<file path="src/rtl/button_debounce_pkg.sv">
// Shared types and helpers for the push-button debouncer.
package button_debounce_pkg;

   typedef enum logic [1:0] {
      IDLE_LO = 2'd0,
      WAIT_HI = 2'd1,
      IDLE_HI = 2'd2,
      WAIT_LO = 2'd3
   } state_t;

   function automatic int cnt_width(input int n);
      return $clog2(n + 1);
   endfunction

endpackage

</file>
<file path="src/rtl/button_debounce_if.sv">
// Button pin plus conditioned outputs; slave is the debouncer, master the consumer.
interface button_debounce_if;
   logic btn_raw;
   logic btn_level;
   logic btn_press;
   logic btn_release;
   logic busy;

   modport master (
      output btn_raw,
      input  btn_level,
      input  btn_press,
      input  btn_release,
      input  busy
   );

   modport slave (
      input  btn_raw,
      output btn_level,
      output btn_press,
      output btn_release,
      output busy
   );
endinterface

</file>
<file path="src/rtl/button_debounce_sync.sv">
// Multi-flop synchronizer for asynchronous pin inputs; clears to 0 on reset.
module sync_ff #(
   parameter int SYNC_STAGES = 2
) (
   input  logic clk,
   input  logic rst_n,
   input  logic d_i,
   output logic q_o
);

   logic [SYNC_STAGES-1:0] chain_q;

   // Shift the pin value through the synchronizer chain
   always_ff @(posedge clk or negedge rst_n) begin
      if (!rst_n) begin
         chain_q <= '0;
      end else begin
         chain_q <= {chain_q[SYNC_STAGES-2:0], d_i};
      end
   end

   assign q_o = chain_q[SYNC_STAGES-1];

endmodule

</file>
<file path="src/rtl/button_debounce.sv">
// Synchronizes and debounces a raw button, producing a clean level and press/release strobes.
module button_debounce
   import button_debounce_pkg::*;
#(
   parameter int SYNC_STAGES     = 2,
   parameter int DEBOUNCE_CYCLES = 16,
   parameter bit ACTIVE_LOW_IN   = 1'b0
) (
   input  logic               clk,
   input  logic               rst_n,
   button_debounce_if.slave   bus
);

   localparam int CW = cnt_width(DEBOUNCE_CYCLES);
   localparam logic [CW-1:0] CNT_LAST = CW'(DEBOUNCE_CYCLES - 1);
   localparam logic [CW-1:0] CNT_ONE  = CW'(1);

   logic          pol_s;
   logic          sync_s;
   state_t        state_q, state_d;
   logic [CW-1:0] cnt_q, cnt_d;
   logic          level_q, level_d;
   logic          press_q, press_d;
   logic          release_q, release_d;
   logic          busy_q, busy_d;

   // Internally "pressed" is always 1
   assign pol_s = ACTIVE_LOW_IN ? ~bus.btn_raw : bus.btn_raw;

   sync_ff #(.SYNC_STAGES(SYNC_STAGES)) u_sync (
      .clk   (clk),
      .rst_n (rst_n),
      .d_i   (pol_s),
      .q_o   (sync_s)
   );

   // State, counter and output registers
   always_ff @(posedge clk or negedge rst_n) begin
      if (!rst_n) begin
         state_q   <= IDLE_LO;
         cnt_q     <= '0;
         level_q   <= 1'b0;
         press_q   <= 1'b0;
         release_q <= 1'b0;
         busy_q    <= 1'b0;
      end else begin
         state_q   <= state_d;
         cnt_q     <= cnt_d;
         level_q   <= level_d;
         press_q   <= press_d;
         release_q <= release_d;
         busy_q    <= busy_d;
      end
   end

   // Next state and stability count; any reversal during WAIT restarts from zero
   always_comb begin
      state_d = state_q;
      cnt_d   = cnt_q;
      case (state_q)
         IDLE_LO: begin
            if (sync_s) begin
               state_d = WAIT_HI;
               cnt_d   = CNT_ONE;
            end else begin
               cnt_d   = '0;
            end
         end
         WAIT_HI: begin
            if (!sync_s) begin
               state_d = IDLE_LO;
               cnt_d   = '0;
            end else if (cnt_q == CNT_LAST) begin
               state_d = IDLE_HI;
               cnt_d   = '0;
            end else begin
               cnt_d   = cnt_q + CNT_ONE;
            end
         end
         IDLE_HI: begin
            if (!sync_s) begin
               state_d = WAIT_LO;
               cnt_d   = CNT_ONE;
            end else begin
               cnt_d   = '0;
            end
         end
         WAIT_LO: begin
            if (sync_s) begin
               state_d = IDLE_HI;
               cnt_d   = '0;
            end else if (cnt_q == CNT_LAST) begin
               state_d = IDLE_LO;
               cnt_d   = '0;
            end else begin
               cnt_d   = cnt_q + CNT_ONE;
            end
         end
         default: begin
            state_d = IDLE_LO;
            cnt_d   = '0;
         end
      endcase
   end

   // Output values registered alongside the state they describe
   always_comb begin
      level_d   = (state_d == IDLE_HI) || (state_d == WAIT_LO);
      busy_d    = (state_d == WAIT_HI) || (state_d == WAIT_LO);
      press_d   = (state_q == WAIT_HI) && (state_d == IDLE_HI);
      release_d = (state_q == WAIT_LO) && (state_d == IDLE_LO);
   end

   assign bus.btn_level   = level_q;
   assign bus.btn_press   = press_q;
   assign bus.btn_release = release_q;
   assign bus.busy        = busy_q;

endmodule
</file>
<file path="src/flat_wrapper.sv">
// flat-port wrapper written by rule: the top's interface ports become plain ports
module button_debounce_flat import button_debounce_pkg::*;
#(
   parameter int SYNC_STAGES     = 2,
   parameter int DEBOUNCE_CYCLES = 16,
   parameter bit ACTIVE_LOW_IN   = 1'b0
)
  (clk, rst_n, bus_btn_raw, bus_btn_level, bus_btn_press, bus_btn_release, bus_busy);
  button_debounce_if bus_i ();
  input  logic clk;
  input  logic rst_n;
  input wire logic [$bits(bus_i.btn_raw)-1:0] bus_btn_raw;
  output wire logic [$bits(bus_i.btn_level)-1:0] bus_btn_level;
  output wire logic [$bits(bus_i.btn_press)-1:0] bus_btn_press;
  output wire logic [$bits(bus_i.btn_release)-1:0] bus_btn_release;
  output wire logic [$bits(bus_i.busy)-1:0] bus_busy;
  assign bus_i.btn_raw = bus_btn_raw;
  assign bus_btn_level = bus_i.btn_level;
  assign bus_btn_press = bus_i.btn_press;
  assign bus_btn_release = bus_i.btn_release;
  assign bus_busy = bus_i.busy;
  button_debounce #(.SYNC_STAGES(SYNC_STAGES), .DEBOUNCE_CYCLES(DEBOUNCE_CYCLES), .ACTIVE_LOW_IN(ACTIVE_LOW_IN)) u_core (.clk(clk), .rst_n(rst_n), .bus(bus_i));
endmodule
</file>
<file path="config.mk">
export PLATFORM = sky130hd
export DESIGN_NAME = button_debounce_flat
export DESIGN_NICKNAME = d
export VERILOG_FILES = /design/src/rtl/button_debounce_pkg.sv /design/src/rtl/button_debounce_if.sv /design/src/rtl/button_debounce_sync.sv /design/src/rtl/button_debounce.sv /design/src/flat_wrapper.sv
export SDC_FILE = /design/constraint.sdc
export NUM_CORES = 1
export LEC_CHECK = 0
export BUFFER_PORTS_ARGS = -buffer_cell sky130_fd_sc_hd__clkbuf_2
export CORE_AREA = 2 2 39 41
export DETAILED_ROUTE_END_ITERATION = 7
export DIE_AREA = 0 0 41 43
export PLACE_DENSITY = 0.52
export SETUP_SLACK_MARGIN = 0.02
export SLEW_MARGIN = 5
export SYNTH_ARGS = -nofsm -noshare
export SYNTH_HDL_FRONTEND = slang
export SYNTH_HIERARCHICAL = 1
export SYNTH_SLANG_ARGS = --single-unit
</file>
<file path="constraint.sdc">
create_clock -name clk -period 4 [get_ports clk]
set_input_delay 0 -clock clk [delete_from_list [all_inputs] [get_ports clk]]
set_output_delay 0 -clock clk [all_outputs]
set_load 0.05 [all_outputs]
</file>
Word level (Yosys, flattened, before mapping):

Index checks and enable logic that the tools add are counted.

* bits in registers: 13
* bits in latches: 0
* memory bits (writable): 0
* memory bits (read-only): 0
* bits of input ports: 3
* output and inout bits: 4
* logic and storage cells: 34
* memories: 0

* add/subtract/negate cells: 1
* $mul: 0
* div/mod/pow operators: 0
* order comparisons: 0
* eq/ne operators: 7
* shifts and indexed selects: 0
* multiplexer cells: 13
* bitwise logic cells: 0
* reductions and logical operators: 6

Operator list (count)
* 5-bit case mux with 4 select lines: 1
* 5-bit two-way mux: 3
* 2-bit two-way mux: 6
* 2-bit == test (second input constant): 4
* 2-bit case mux with 4 select lines: 1
* 5-bit by 1-bit adder with 5-bit output (second input constant): 1
* 5-bit by 4-bit == test with 1-bit output (second input constant): 1
* 2-bit by 1-bit == test with 1-bit output (second input constant): 2
* 2-bit zero test: 2
* 1-bit logical AND: 2
* 1-bit logical OR: 2
* 1-bit two-way mux: 2

Longest topological paths before layout:

Gate-level depths: netlist (run 1).

* depth after elaboration: 6
* mapped depth: 4

By module:

The synthesis (run 1) kept the hierarchy.

Modules (own cells, without submodules)
* button_debounce: instances 1, cells each 34, area each 437.9 µm²
* sync_ff: instances 1, cells each 2, area each 50.0 µm²

Worst setup path after synthesis (run 1):

OpenSTA, ideal clock, no wires.

* path type: reg-to-reg
* start: register u_core.cnt_q[0]
* end: register u_core.level_q (netlist: u_core/bus.btn_level)
* setup time: 0.125 ns
* arrival time: 1.283 ns
* required time: 3.875 ns
* setup slack: 2.592 ns
* cell stages (with the launch flop): 5
* buffers on the path: 0
* period minus slack after synthesis: 1.408 ns
* path through: dfrtp_1 > ha_1 > and2b_2 > nand4_4 > mux2_2

* longest elaborated chain between the ends: 6
* elaborated cells between the ends (all ways): 9
* those cells by class: eq/ne (3); mux (5); reduce/logical (1)

RTL lines
* start, declared: line button_debounce.sv:21 `logic [CW-1:0] cnt_q, cnt_d;`
* start signal, assigned: line button_debounce.sv:48 `cnt_q <= cnt_d;`
* 5-bit by 4-bit == test with 1-bit output *: line button_debounce.sv:73, button_debounce.sv:92
* 2-bit two-way mux, on equally long branches: line button_debounce.sv:92, button_debounce.sv:73
* 2-bit two-way mux, on equally long branches: line button_debounce.sv:89, button_debounce.sv:70
* 2-bit case mux with 4 select lines *: line button_debounce.sv:60 `case (state_q)`
* 2-bit == test: line button_debounce.sv:108 `level_d = (state_d == IDLE_HI) || (state_d == WAIT_LO);`
* 1-bit logical OR *: line button_debounce.sv:108
* named net u_core.level_d: line button_debounce.sv:22 `logic level_q, level_d;`
* end signal, assigned: line button_debounce.sv:49 `level_q <= level_d;`
* end, declared: line button_debounce.sv:22

The timed path passes the listed nets; every way through them passes the cells marked *.

Final worst setup path (run 1):

Same ends and word-level chain as after synthesis.

==> summary.txt, run 1 <==
Outcome
  – Status: completed

Yosys
  – Ys Warns: 6
  – Synth Area in Simple Gates: 20.5%
  – Syn Nets: 40
  – Area fraction in compound gates after synthesis: 4.10%
  – Post-synthesis mux area share: 6.92%
  – Synth Area in Adders: 2.56%
  – Mapped Cells: 36
  – Avg Inst Size Synth: 13.6 um^2
  – Largest family of logic cells by synthesized area: simple AND/OR/NAND/NOR gates
  – Synth cell types: 17
  – Yosys reg bits: 12
  – Post-synthesis xor/xnor area fraction: 3.59%
  – Post-Syn Area: 488 um^2
  – Sequential share of the synthesized area: 61.5%

Clock tree
  – Post_cts resized: 0
  – Later-pin clock latency in the skew report: 260 ps
  – CTS tree: yes
  – CTS Buffer Depth: 2
  – TritonCTS Buffers: 3
  – H-Tree Depth: 1
  – Clk sinks: 12
  – Root buffer cell: clkbuf_4
  – Clock-pin slew on the worst setup and hold paths: 70 ps
  – Hold-fix buffers, CTS: 2
  – Post-CTS setup buffers: 0

STA
  – Max Fclk: 671 MHz
  – Crit share post-route: 37.2%
  – Max-slew violations: 0
  – Unrepaired setup endpoints after global routing: no
  – Final worst slack: 2510 ps
  – Worst slew pin tran: 282 ps
  – Minimum clock period: 1490 ps
  – Fin Hold WS: 154 ps
  – Final clock skew: 0.596 ps
  – Relative slew margins: 81.2%
  – Final Hold Viols: 0
  – Setup TNS: 0 ps
  – Final setup viols: 0

Setup path
  – Crit-path slowest cell: dfrtp_1
  – Critical Path Source Type: flip-flop
  – Crit-path leading delay family: flip-flops
  – Critical path class: flip-flop to flip-flop
  – Critical Path Max Stage Delay: 420 ps
  – Worst path required time: 4150 ps
  – Worst R2R Path Depth: 4
  – Critical Path Stages: 4
  – Worst path cell trace: ha_1, and2b_2, nand4_4, mux2_2
  – Crit. End Element: flip-flop
  – CP Max Fanout: 6
  – Buf/Inv on CP: 0
  – CP arrival: 1640 ps

Finish
  – Area Growth Syn to Fin: 21.8%
  – Fin nets: 53
  – Layout cells sized above 1: 37.5%
  – Most frequent cells in the layout: dfrtp_1, clkbuf_2, nand2_1, clkbuf_4, mux2_2
  – Fin cells: 64
  – N_diodes: 0
  – Fill cell count: 138
  – Most common cell after layout, fill and taps aside: dfrtp_1

Placed design
  – Post-Place Cells: 58
  – Hpwl dp: 590 um
  – GPL Wtd Cong: 0.722
  – Post-Place Worst Slack: 2520 ps
  – PortBufs: 6

Floorplanning
  – # rows: 14
  – Die Span Y: 43 um
  – Initial Utilization: 35.3%
  – Die ar.: 0.00176 mm^2
  – I/O Pins: 7
  – Die W: 41 um
  – Core footprint: 0.00138 mm^2

Drt
  – Residual DRC: 0
  – Routed via count: 298
  – DRT iter0 DRCs: 2
  – Drt pass-1 iters: 2
  – Via/cell ratio: 4.66
  – Wire per inst: 11.9 um
  – Routed wire length: 762 um
  – Antenna-violating nets left: 0

Global routing
  – M3 GR Usage: 5.24%
  – Met2 Use GR: 17.8%
  – Total track usage: 12.5%
  – Grt ovf: 0
  – GR Util met1: 14.8%
  – Largest net degree at the start of global routing: 13
  – Initial antenna violation count: 0
  – Vias in the first global route: 329
  – GRT Max-Usage Layer: met2
  – First-pass GRT wire length: 1.40 mm

Power
  – Pwr Density: 393 mW/mm^2
  – LEAKAGE: 0.000282 uW
  – IR drop worst, VDD: 0.000194 V

Run
  – # Max-Cap Violations: 0

Worst hold path
  – Worst hold-check path type: primary input to asynchronous set/reset pin
==> stage by stage <==
step	total power, uW	instance area, um^2	utilization, %
after floorplan	136	488	-
after global placement	141	538	38.9
after detailed placement	142	538	38.9
final	233	594	42.9
after CTS	238	594	42.9
after global routing	248	594	42.9
==> flip-flops by register name, summed over array words and instances (netlist names) <==
signal,cells
u_core/bus.btn_level,1
u_core/bus.btn_press,1
u_core/bus.btn_release,1
u_core/cnt_q,5
u_core/state_q,2
u_core/u_sync/chain_q,2
==> synth_stat cells <==
cell	number	share of area, %
a21oi_1	1	1.0
a311oi_2	1	3.1
and2_2	1	1.5
and2b_2	1	1.8
and3_2	1	1.5
dfrtp_1	12	62
ha_1	1	2.6
inv_1	1	0.77
mux2_2	3	6.9
nand2_1	4	3.1
nand3_1	2	2.1
nand3b_1	1	1.5
nand4_4	1	4.4
nor2_1	2	1.5
nor3b_1	2	3.1
xnor2_1	1	1.8
xor2_1	1	1.8
==> path summary, 6_finish.rpt <==
kind | startpoint | to | slack (ps)
worst max-delay path | u_core/cnt_q[0] | u_core/bus.btn_level | 2510
worst min-delay path | rst_n | u_core/state_q[0] | 150
worst max register to register | u_core/cnt_q[0] | u_core/bus.btn_level | 2510
worst min register to register | u_core/u_sync/chain_q[0] | u_core/u_sync/chain_q[1] | 360
max in group asynchronous | rst_n | u_core/cnt_q[0] | 3630
min in group clk | u_core/u_sync/chain_q[0] | u_core/u_sync/chain_q[1] | 360
==> logic make-up after synthesis <==
logic type	count (synthesis)
compound gates	2
mux	3
simple gates	15
flops	12
fa+ha+maj	1
buf+inv	1
xor+xnor	2
==> report_power, final <==
part	internal, uW	leakage (uW)	switching [uW]	total [uW]
Clock	55.2	0.0000210	37.8	93.0
Combinational	5.46	0.000102	7.63	13.1
Sequential	124	0.000158	3.34	127
==> final cells by class <==
class | count | area [um^2] | area share (%)
clock buffer | 4 | 36.3 | 6.11
inverter | 1 | 3.75 | 0.632
multi-input combinational | 23 | 184 | 30.9
sequential | 12 | 300 | 50.5
tap | 16 | 20.0 | 3.37
timing repair buffer | 8 | 50.0 | 8.42
==> per-layer routing <==
layer  vias to the layer above  wire length [um]
met5                         -                 0
met4                         0                11
met3                         2                35
met2                         4               411
met1                       145               304
li1                        147                 -
(Power assumes the default switching activity.)
==> inputs of run 2 (changes only) <==
Settings changed: ABC_AREA from default to 1, PLACE_DENSITY 0.52 to 0.54.
Clock period 4 ns to 1.2 ns, I/O delays scaled along.
==> run 2 against run 1 <==
Against the previous run: sequential power grew to 3.3 times the previous value; critical path depth grew 2; area after synthesis shrank 0.77%; maximum frequency grew 35%; largest cell class unchanged; synthesized cell count grew 25%; largest power group unchanged; final area shrank 0.21%; routed wire length shrank 6.6%; core utilization shrank 0.091 points; final cell count grew 14%; die area is the same; clock power grew to 3.5 times the previous value; hold slack lost 25 ps.
==> summary.txt, run 2 <==
Outcome
  – Status: completed

Finish
  – Area Growth Syn to Fin: 22.5%
  – Area of the multi-input gates: 153 um^2
  – Most frequent cells in the layout: dfrtp_1, inv_1, clkbuf_2, nand2_1, nor2_1
  – Most flop-heavy register: u_core/cnt_q
  – Final instance area: 593 um^2
  – N_diodes: 0
  – Most common cell after layout, fill and taps aside: dfrtp_1
  – Regs by FF count: u_core/cnt_q: 5 flops, u_core/state_q: 2 flops, u_core/u_sync/chain_q: 2 flops
  – Fill cell count: 135
  – Fin nets: 62
  – Max reg flops: 5
  – Register Area: 300 um^2
  – Fin cells: 73
  – Layout cells sized above 1: 28.1%

Drt
  – Residual DRC: 0
  – Drt pass-1 iters: 1
  – Antenna-violating nets left: 0
  – DRT iter0 DRCs: 0
  – Routed wire length: 712 um
  – Routed via count: 311
  – Wire per inst: 9.75 um
  – Via/cell ratio: 4.26

Yosys
  – Post-Syn Area: 484 um^2
  – Ys Warns: 6
  – Yosys reg bits: 12
  – Avg Inst Size Synth: 10.8 um^2
  – Synth Area in Simple Gates: 20.4%
  – Synth Flop Type: dfrtp_1
  – Area fraction in compound gates after synthesis: 1.03%
  – Mapped Cells: 45
  – Top post-synthesis cells by area: dfrtp_1, inv_1, nand2_1
  – Synth cell types: 15
  – Post-synth top cells: dfrtp_1, inv_1, nand2_1, nor2_1, nand3_1
  – Post-synthesis xor/xnor area fraction: 6.98%
  – Number of flops mapped to enable cells by yosys: 0
  – Top-area cell type share of the netlist area: 62.0%
  – Synth Area in Adders: 2.58%
  – Async SR Flop Fraction: 100%
  – Syn Nets: 49
  – Sequential share of the synthesized area: 62.0%
  – Top-count cell post-synth: dfrtp_1
  – Post-synthesis mux area share: 0%
  – Largest family of logic cells by synthesized area: simple AND/OR/NAND/NOR gates
  – Area leader, netlist: dfrtp_1

Clock tree
  – Later-pin clock latency in the skew report: 270 ps
  – Clock-pin slew on the worst setup and hold paths: 80 ps
  – Clk sinks: 12
  – TritonCTS Buffers: 3
  – H-Tree Depth: 1
  – Root buffer cell: clkbuf_4
  – CTS tree: yes
  – CTS Buffer Depth: 2

Setup path
  – Crit. End Element: flip-flop
  – Crit-path leading delay family: simple AND/OR/NAND/NOR gates
  – Buf/Inv on CP: 1
  – Crit-path slowest cell: dfrtp_1
  – R2r setup slk: 100 ps
  – CP Max Fanout: 3
  – Critical Path Source Type: flip-flop
  – Worst R2R Path Depth: 6
  – Critical Path Max Stage Delay: 370 ps
  – Critical path class: flip-flop to flip-flop
  – Critical R2R Launch: u_core/cnt_q[0]
  – Worst path cell trace: ha_2, nand2_2, nor2_4, nand4_1, nand2_1, inv_1
  – CP arrival: 1280 ps
  – Worst R2R End: u_core/state_q[1]
  – Worst path required time: 1380 ps

STA
  – Final Hold Viols: 0
  – Max Fclk: 905 MHz
  – Minimum clock period: 1100 ps
  – Relative slew margins: 80.7%
  – Final clock skew: 2.29 ps
  – Final setup viols: 0
  – Setup TNS: 0 ps
  – Crit share post-route: 92.0%
  – Unrepaired setup endpoints after global routing: yes
  – Worst slew pin tran: 290 ps
  – Max-slew violations: 0

Placed design
  – PortBufs: 6
  – Post-Place Cells: 67
  – GPL Wtd Cong: 0.640
  – Hpwl dp: 550 um
  – Post-Place Cell Area: 534 um^2

Run
  – # Max-Cap Violations: 0

Floorplanning
  – # rows: 14
  – I/O Pins: 7
  – Initial Utilization: 35.0%
  – Die Span Y: 43 um
  – Core footprint: 0.00138 mm^2
  – Die ar.: 0.00176 mm^2
  – Die W: 41 um

Power
  – IR drop worst, VDD: 0.000538 V
  – Pwr Density: 1330 mW/mm^2
  – LEAKAGE: 0.000309 uW

Global routing
  – Total track usage: 11.0%
  – Largest net degree at the start of global routing: 13
  – Vias in the first global route: 277
  – Grt ovf: 0
  – Initial antenna violation count: 0
  – First-pass GRT wire length: 1.15 mm

Worst hold path
  – Worst hold-check path type: primary input to asynchronous set/reset pin
## run 2: cell types whose count changed after synthesis, moves of 2 or more
cell / previous run / this run
mux2_2: 3 / 0
nor3b_1: 2 / 0
nand2_1: 4 / 6
inv_1: 1 / 9
nor2_1: 2 / 6
## run 2: timing repair
action | in CTS | in global routing
resized for setup | 0 | 1
hold buffers | 2 | 0
endpoints found under the setup margin | 0 | 4
endpoints found under the hold margin | 13 | 0
buffers inserted | 0 | 0
## run 2: final cells by class
class / count / area share [%]
Sequential cell: 12 / 50.6
Multi-Input combinational cell: 24 / 25.7
Tap cell: 16 / 3.38
Timing Repair Buffer: 8 / 8.44
Inverter: 9 / 5.70
Clock buffer: 4 / 6.12
## run 2: metal layers
metal,part of all wire (%),global-route usage [%],vias up
met1,41,11.5,139
met3,4.1,3.14,5
met4,6.2,14.0,0
met2,49,14.7,9
li1,-,-,158
met5,0,0,-
## run 2: through the flow
step | utilization (%) | setup slack [ps] | power, uW | hold WS (ps)
after floorplan | - | 86.6 | 450 | -296
after global placement | 38.6 | 84.7 | 466 | -101
after detailed placement | 38.6 | 70.5 | 469 | -97.6
after CTS | 42.7 | 56.1 | 804 | 137
after global routing | 42.9 | 2.75 | 822 | 166
final | 42.9 | 95.5 | 788 | 129
## run 2: cell families (layout without fill, tap and decap cells)
logic type,after synthesis,in the layout
compound gates,1,1
xor+xnor,3,3
simple gates,19,19
buf+inv,9,21
flops,12,12
fa+ha+maj,1,1
## run 2: how the worst max path moves through the flow
stage / start / to / slack (ps) / cells after the start
floorplan: u_core/state_q[0] / u_core/bus.btn_level / 90 / 3
global placement: u_core/cnt_q[0] / u_core/bus.btn_level / 80 / 6
detailed placement: u_core/cnt_q[0] / u_core/bus.btn_level / 70 / 6
CTS: u_core/cnt_q[0] / u_core/bus.btn_level / 60 / 6
global route: u_core/cnt_q[1] / u_core/bus.btn_level / 3 / 6
finish: u_core/cnt_q[0] / u_core/state_q[1] / 100 / 6
## run 2: where the power goes
group | total [uW] | switching, uW | internal (uW)
sequential | 422 | 8.72 | 414
clock | 324 | 139 | 185
combinational | 41.6 | 26.0 | 15.7
## run 2: worst register-to-register path: cells and delay by family, from the launching register on
family,cells,cell delay (ps)
adder cells (fa/ha/maj),1,200
AND/OR/NAND/NOR,4,400
flip-flops,1,370
buffers and inverters,1,40
